## src/rtl/vga_timing_detector.sv

```systemverilog
// Receive-side VGA/HDMI timing detector: recovers pixel coordinates from
// hsync/vsync/vde, measures line and frame timing, and flags stable timing.
module vga_timing_detector #(
  parameter int unsigned CW          = 12,
  parameter int unsigned LOCK_FRAMES = 2
) (
  input  logic          clk,
  input  logic          rst,
  input  logic          hsync,
  input  logic          vsync,
  input  logic          vde,
  output logic          de_o,
  output logic [CW-1:0] pix_x,
  output logic [CW-1:0] pix_y,
  output logic          frame_start,
  output logic [CW-1:0] h_total,
  output logic [CW-1:0] h_sync_w,
  output logic [CW-1:0] h_active,
  output logic [CW-1:0] v_total,
  output logic [CW-1:0] v_sync_w,
  output logic          locked
);

  localparam logic [CW-1:0] MAX    = {CW{1'b1}};
  localparam logic [CW-1:0] ONE    = {{(CW-1){1'b0}}, 1'b1};
  localparam logic [CW-1:0] LOCK_N = CW'(LOCK_FRAMES);

  function automatic logic [CW-1:0] sat_inc(input logic [CW-1:0] v);
    return (v == MAX) ? v : v + ONE;
  endfunction

  // Two-stage input pipeline
  logic hs1, hs2, vs1, vs2, de1, de2;
  // Running counters
  logic [CW-1:0] hcnt, hsw_cnt, hact_cnt, lcnt, vsw_cnt, match_cnt;
  logic          pending, prev_valid;
  logic [4*CW-1:0] prev_snap;

  logic hs_rise, hs_fall, vs_rise, vs_fall, de_rise, de_fall;
  logic [CW-1:0] h_total_d, h_sync_w_d, h_active_d, v_total_d, v_sync_w_d, match_cnt_d;
  logic [4*CW-1:0] snap;
  logic locked_d;

  // Edge detection, measurement latches and lock decision
  always_comb begin
    hs_rise = hs1 & ~hs2;
    hs_fall = ~hs1 & hs2;
    vs_rise = vs1 & ~vs2;
    vs_fall = ~vs1 & vs2;
    de_rise = de1 & ~de2;
    de_fall = ~de1 & de2;

    h_total_d  = hs_rise ? sat_inc(hcnt) : h_total;
    h_sync_w_d = hs_fall ? hsw_cnt       : h_sync_w;
    h_active_d = de_fall ? hact_cnt      : h_active;
    v_total_d  = vs_rise ? sat_inc(lcnt) : v_total;
    v_sync_w_d = vs_fall ? vsw_cnt       : v_sync_w;

    // Snapshot sees latches made in this same cycle
    snap = {h_total_d, h_sync_w_d, v_total_d, v_sync_w_d};

    match_cnt_d = match_cnt;
    if (vs_rise) begin
      match_cnt_d = (prev_valid && (snap == prev_snap)) ? sat_inc(match_cnt) : '0;
    end
    locked_d = (match_cnt_d >= LOCK_N);
    // Saturated hcnt means hsync has vanished: drop lock straight away
    if (hcnt == MAX) begin
      match_cnt_d = '0;
      locked_d    = 1'b0;
    end
  end

  // State and output registers
  always_ff @(posedge clk) begin
    if (rst) begin
      {hs1, hs2, vs1, vs2, de1, de2} <= '0;
      hcnt        <= '0;
      hsw_cnt     <= '0;
      hact_cnt    <= '0;
      lcnt        <= '0;
      vsw_cnt     <= '0;
      match_cnt   <= '0;
      pending     <= 1'b0;
      prev_valid  <= 1'b0;
      prev_snap   <= '0;
      de_o        <= 1'b0;
      pix_x       <= '0;
      pix_y       <= '0;
      frame_start <= 1'b0;
      h_total     <= '0;
      h_sync_w    <= '0;
      h_active    <= '0;
      v_total     <= '0;
      v_sync_w    <= '0;
      locked      <= 1'b0;
    end else begin
      hs1 <= hsync;
      hs2 <= hs1;
      vs1 <= vsync;
      vs2 <= vs1;
      de1 <= vde;
      de2 <= de1;

      hcnt <= hs_rise ? '0 : sat_inc(hcnt);

      if (hs_rise)  hsw_cnt <= ONE;
      else if (hs1) hsw_cnt <= sat_inc(hsw_cnt);

      if (de_rise)  hact_cnt <= ONE;
      else if (de1) hact_cnt <= sat_inc(hact_cnt);

      // Clear beats the increment when vsync and hsync rise together
      if (vs_rise)      lcnt <= '0;
      else if (hs_rise) lcnt <= sat_inc(lcnt);

      if (vs_rise)             vsw_cnt <= ONE;
      else if (hs_rise && vs1) vsw_cnt <= sat_inc(vsw_cnt);

      if (de_rise)  pix_x <= '0;
      else if (de1) pix_x <= sat_inc(pix_x);

      if (de_rise) begin
        if (pending || vs_rise) pix_y <= '0;
        else                    pix_y <= sat_inc(pix_y);
        pending <= 1'b0;
      end else if (vs_rise) begin
        pending <= 1'b1;
      end

      if (vs_rise) begin
        prev_snap  <= snap;
        prev_valid <= 1'b1;
      end

      de_o        <= de1;
      frame_start <= vs_rise;
      h_total     <= h_total_d;
      h_sync_w    <= h_sync_w_d;
      h_active    <= h_active_d;
      v_total     <= v_total_d;
      v_sync_w    <= v_sync_w_d;
      match_cnt   <= match_cnt_d;
      locked      <= locked_d;
    end
  end

endmodule
```

## config.mk

```make
export PLATFORM = sky130hd
export DESIGN_NAME = vga_timing_detector
export DESIGN_NICKNAME = d
export VERILOG_FILES = /design/src/rtl/vga_timing_detector.sv
export SDC_FILE = /design/constraint.sdc
export NUM_CORES = 1
export LEC_CHECK = 0
export ABC_AREA = 1
export CORE_ASPECT_RATIO = 1.1
export CORE_MARGIN = 8
export CORE_UTILIZATION = 50
export CTS_CLUSTER_DIAMETER = 100
export DETAILED_ROUTE_END_ITERATION = 8
export PLACE_DENSITY = 0.71
export SYNTH_ARGS = -nofsm -noshare
export SYNTH_HDL_FRONTEND = slang
export SYNTH_SLANG_ARGS = --single-unit
```

## constraint.sdc

```tcl
create_clock -name clk -period 2.5 [get_ports clk]
set_input_delay 0.625 -clock clk [delete_from_list [all_inputs] [get_ports clk]]
set_output_delay 0.625 -clock clk [all_outputs]
set_load 0.05 [all_outputs]
```

* Yosys cells after proc, flatten, opt, wreduce, memory -nomap -nowiden
Index checks and enable logic that the tools add are counted.
** Cells by class
- $add $sub $neg :: 8
- $mul :: 0
- Div/mod/pow operators :: 0
- Magnitude comparators :: 1
- Eq/ne operators :: 13
- Shift operators :: 0
- Muxes and demuxes :: 20
- Bitwise logic cells :: 16
- Reductions and logical operators :: 18
** Operators with widths (count)
- 2-to-1 mux 12 bit :: 11
- adder 12 x 1 -> 12 bit, second input constant :: 8
- equality test 12 bit, second input constant :: 8
- equality test 48 bit :: 1
- AND reduction 2 bit :: 8
- greater-or-equal comparator 12 x 2 -> 1 bit, second input constant :: 1
- inverter 1 bit :: 10
- 2-to-1 mux 1 bit :: 9
- inequality test 2 bit, second input constant :: 4
- OR reduction 2 bit :: 4
- bitwise AND 1 bit :: 6
- nonzero test 2 bit :: 3
- logical AND 1 bit :: 2
- logical OR 1 bit :: 1
** Storage, ports and cells
- Bits in registers :: 214
- Latch bits :: 0
- Memory bits (writable) :: 0
- Memory bits (read-only) :: 0
- Input port bits :: 5
- Output and inout bits :: 87
- Logic and storage cells :: 103
- Memories :: 0

* Depth between registers and ports, before layout
- Depth in word-level cells :: 8
- Depth in mapped cells :: 19
- Gate-level depth less buffers :: 19

* Worst setup path after synthesis
OpenSTA, ideal clock, no wires.
- Path kind :: register to register
- Start :: register pix_x[0]
- End :: register pix_x[11]
- Arrival time :: 2.119 ns
- Slack :: 0.323 ns
- Stages on the path, launching flop included :: 12
- Path buffers :: 0
- Cell sequence :: dfxtp_1 ha_1 nand3_1 nor3_1 nand4_1 nand2_1 nor2_1 nand3_1 nor3_1 nand3_1 a21oi_1 o21a_1
** On the way
- Cells in the longest elaborated chain, start to end :: 3
- Elaborated cells on any way between the ends :: 4
- Classes of those cells :: add/sub (1); eq/ne (1); bitwise (1); reduce/logical (1)
** RTL lines
- start: declaration :: line 13 : output logic [CW-1:0] pix_x,
- start signal: assignment :: line 121 : else if (de1) pix_x <= sat_inc(pix_x);
- branches (longest 3 deep; another with adder 12 x 1 -> 12 bit)
Parallel ways; which one is timed is not known.
A chain may end at the register's enable or synchronous reset.

* Worst setup path after layout
- Start :: register vs2
- End :: register match_cnt[10]
** On the way
- Cells in the longest elaborated chain, start to end :: 7
- Elaborated cells on any way between the ends :: 9
- Classes of those cells :: eq/ne (1); mux (4); bitwise (3); reduce/logical (1)
** RTL lines
- start: declaration :: line 33 : logic hs1, hs2, vs1, vs2, de1, de2;
- start signal: assignment :: line 101 : vs2 <= vs1;
- inverter 1 bit :: line 48 : vs_rise = vs1 & ~vs2;
- bitwise AND 1 bit :: line 48
- 2-to-1 mux 12 bit :: line 56 : v_total_d = vs_rise ? sat_inc(lcnt) : v_total;
- equality test 48 bit :: line 64 : match_cnt_d = (prev_valid && (snap == prev_snap)) ? sat_inc(match_cnt) : '0;
- logical AND 1 bit :: line 64
- 2-to-1 mux 12 bit :: line 64
- 2-to-1 mux 12 bit * :: line 63 : if (vs_rise) begin
- end signal: assignment :: line 143 : match_cnt <= match_cnt_d;
- end: declaration :: line 35 : logic [CW-1:0] hcnt, hsw_cnt, hact_cnt, lcnt, vsw_cnt, match_cnt;
Every way passes the cells marked *; elsewhere a longest branch is shown, timed or not.

==> reports/metrics.csv <==
metric,value,unit
"Buf+Inv Stages, Crit Path",2,
Synth area leader,dfxtp_1,
Max H-tree Level,1,
Buffers on Ports,91,
Worst path slowest cell,dfxtp_4,
Leak,0.00503,uW
# nets final,1581,
antenna-violating nets left,0,
status,finished clean,
number of global-route vias before repair,8826,
Post-CTS Hold Buffers,0,
slew margin rel.,0.618,
crit path time final,2410,ps
"Clk Latency, worst-skew pair",500,ps
multi-input logic area,4890,um2
synthesized flop and latch total,214,
initial antenna violation count,0,
"CP delay by family, top",simple AND/OR/NAND/NOR gates,
Ant. Diodes,0,
RSZ-0062 raised after global routing,yes,
met1 GRT Util,0.247,
GRT Total Usage,0.199,
post-synthesis cell count,1440,
CTS tree,done,
most used routing layer,met2,
TritonCTS buffer count,24,
CTS root buf,clkbuf_16,
initial drt markers,635,
Vias/cell,5.17,
fin crit share,0.964,
crit-path max cell delay,400,ps
number of library cell types mapped by synthesis,44,
fmax,0.415,GHz
Layout Skew,9.14,ps
IO Pins,92,
Post-Syn Area,10000,um2
power per standard cell area,641,nW/um2
"Area growth, synth to finish",25.0,%
Post-synth top flop,dfxtp_1,
met3 usage,0.0444,
Util after Layout,0.634,
final setup vio count,0,
Filler cells,1770,
total grt overflow,0,
largest net degree at the start of global routing,33,
Worst-Margin Slew,572,ps
Pre-Repair DR Iteration Count,5,
top-area cell type share of the netlist area,0.428,
"Seq/Total Area, Yosys",0.428,
DR WL/cell,13.9,um
first-pass GRT wire length,41100,um
CP arrival,2840,ps
Rows,54,
met2 GRT Util,0.340,
Sequential Area,4300,um2
Initial Util,0.507,
max_cap viols,0,
syn_area_per_cell,6.95,um2
Post-Layout Cell Count,1836,
DRC errors left,0,
CP Capture Type,flip-flop,
kind of critical path,reg -> reg,
CP Cell Sequence,"inv_4, nor2_4, buf_4, nand2_1, nand3_1, nand2_1, nor2_1, nand3_1, nor2_1, nand3_1, nor2_1, nand4_1, o21ai_4, nand2_4, a31oi_2",
yosys warns,0,
die area,24800,um2
WP data required,2930,ps
hpwl dp,18300,um
# clock sinks,214,
Worst Hold Class,in -> reg,
placed cell count,1785,
WL final,25500,um
number of enable flip-flop cells after synthesis,0,
clk slew on worst S/H paths,60,ps
"Hold Vio Cnt, Final",0,
DIE HEIGHT,164,um
CTS max path bufs,3,
synth top area cells,"dfxtp_1 43%, nand2_1 13%, inv_1 7.6%, nand3_1 6.2%, nor2_1 5.8%",
share of layout cells above drive strength 1,0.116,
via count,9484,
"Async S/R FF share, synth",0,
Syn Nets,1453,
Worst Setup Start Kind,flip-flop,
VDD IR max,0.541,mV
core area,19700,um2
CP Max Fanout,8,
Final Max Tran Viols,0,
routability cong.,0.894,
Die W,151,um
routing by layer:
metal / share of wire / up-vias
li1: - / 4887
met1: 0.44 / 4344
met2: 0.47 / 218
met3: 0.069 / 35
met4: 0.021 / 0
met5: 0 / -
synth_stat cells (7+ instances only):
cell type,n
nand4_1,22
nor2_1,155
nand2_1,343
or2_2,13
nor3_1,19
xor2_1,15
inv_1,202
inv_2,7
nand3_2,9
a211oi_1,9
nand3_1,123
o21ai_0,83
nand2_2,9
clkbuf_1,23
dfxtp_1,214
o22ai_1,24
a21oi_1,87
ha_1,8
buf_4,8
cell type report:
cell class                 instances  area share
multi-input combinational        974       0.391
tap                              252      0.0252
sequential                       214       0.344
inverter                         210      0.0635
clock buffer                      36      0.0581
clock inverter                     6     0.00841
timing repair buffer             144       0.109
what timing repair did:
item | CTS | global route
resized for setup | 1 | 66
setup endpoints to repair | 10 | 15
pin swaps | 0 | 21
setup buffers | 0 | 9
cell usage in the layout, fill, tap and decap left out, types with 4 or more instances in the layout:
cell type / n
a211oi_1: 9
a21oi_1: 87
a31oi_1: 5
buf_12: 4
buf_4: 45
buf_6: 4
clkbuf_1: 5
clkbuf_16: 25
clkbuf_8: 6
clkdlybuf4s50_1: 90
dfxtp_1: 206
dfxtp_2: 6
ha_1: 6
inv_1: 202
inv_2: 5
nand2_1: 330
nand2_2: 20
nand3_1: 120
nand3_2: 8
nand3_4: 4
nand3b_1: 4
nand4_1: 22
nor2_1: 142
nor2_2: 11
nor2_4: 7
nor3_1: 19
nor3b_1: 6
nor4_1: 5
o21ai_0: 81
o21ai_1: 4
o21bai_1: 4
o22ai_1: 24
or2_2: 13
xor2_1: 15
state kept, by name (all words and copies together), names as in the netlist, 12 cells and up:
signal and flops:
h_active 12, h_sync_w 12, h_total 12, hact_cnt 12, hcnt 12, hsw_cnt 12
lcnt 12, match_cnt 12, pix_x 12, pix_y 12, prev_snap 48, v_sync_w 12
v_total 12, vsw_cnt 12
report_power, final:
| part | internal (uW) | total, uW | leakage (uW) | switching (uW) |
|---|---|---|---|---|
| clock | 2300 | 3630 | 0.000411 | 1330 |
| sequential | 3500 | 3560 | 0.00174 | 66.9 |
| combinational | 273 | 814 | 0.00288 | 541 |
worst paths after layout:
| check | startpoint | slack, ps | to | cells after the start |
|---|---|---|---|---|
| max | vs2 | 90 | match_cnt[10] | 15 |
| min | rst | 440 | de1 | 2 |
| max reg2reg | vs2 | 90 | match_cnt[10] | 15 |
| min reg2reg | prev_valid | 470 | prev_valid | 2 |
per-stage QoR:
| stage | setup TNS, ps | hold slack, ps | power (uW) | worst slack, ps | cell area, um2 |
|---|---|---|---|---|---|
| after floorplan | 0 | 441 | 4160 | 323 | 10000 |
| after global placement | 0 | 454 | 4400 | 45.4 | 11400 |
| after detailed placement | -70.9 | 461 | 4410 | -28.9 | 11400 |
| after CTS | 0 | 425 | 8050 | 18.4 | 12200 |
| after global routing | -687 | 466 | 8330 | -97.5 | 12500 |
| final | 0 | 440 | 8010 | 89.8 | 12500 |
logic make-up (layout without fill, tap and decap cells):
group | count (synthesis) | in the layout | synth area share
AO/OA/AOI/OAI | 231 | 231 | 0.129
XOR/XNOR | 18 | 18 | 0.0158
adder cells (fa/ha/maj) | 8 | 8 | 0.0100
AND/OR/NAND/NOR | 717 | 717 | 0.315
buffers and inverters | 252 | 396 | 0.102
flip-flops | 214 | 214 | 0.428
worst register-to-register path: stages, from the launching register on:
cell	delay (ps)
dfxtp_4	400
inv_4	60
nor2_4	240
buf_4	170
nand2_1	70
nand3_1	80
nand2_1	60
nor2_1	110
nand3_1	90
nor2_1	90
nand3_1	100
nor2_1	130
nand4_1	210
o21ai_4	280
nand2_4	120
a31oi_2	140
Note: power is estimated with default switching activity, not from simulation.
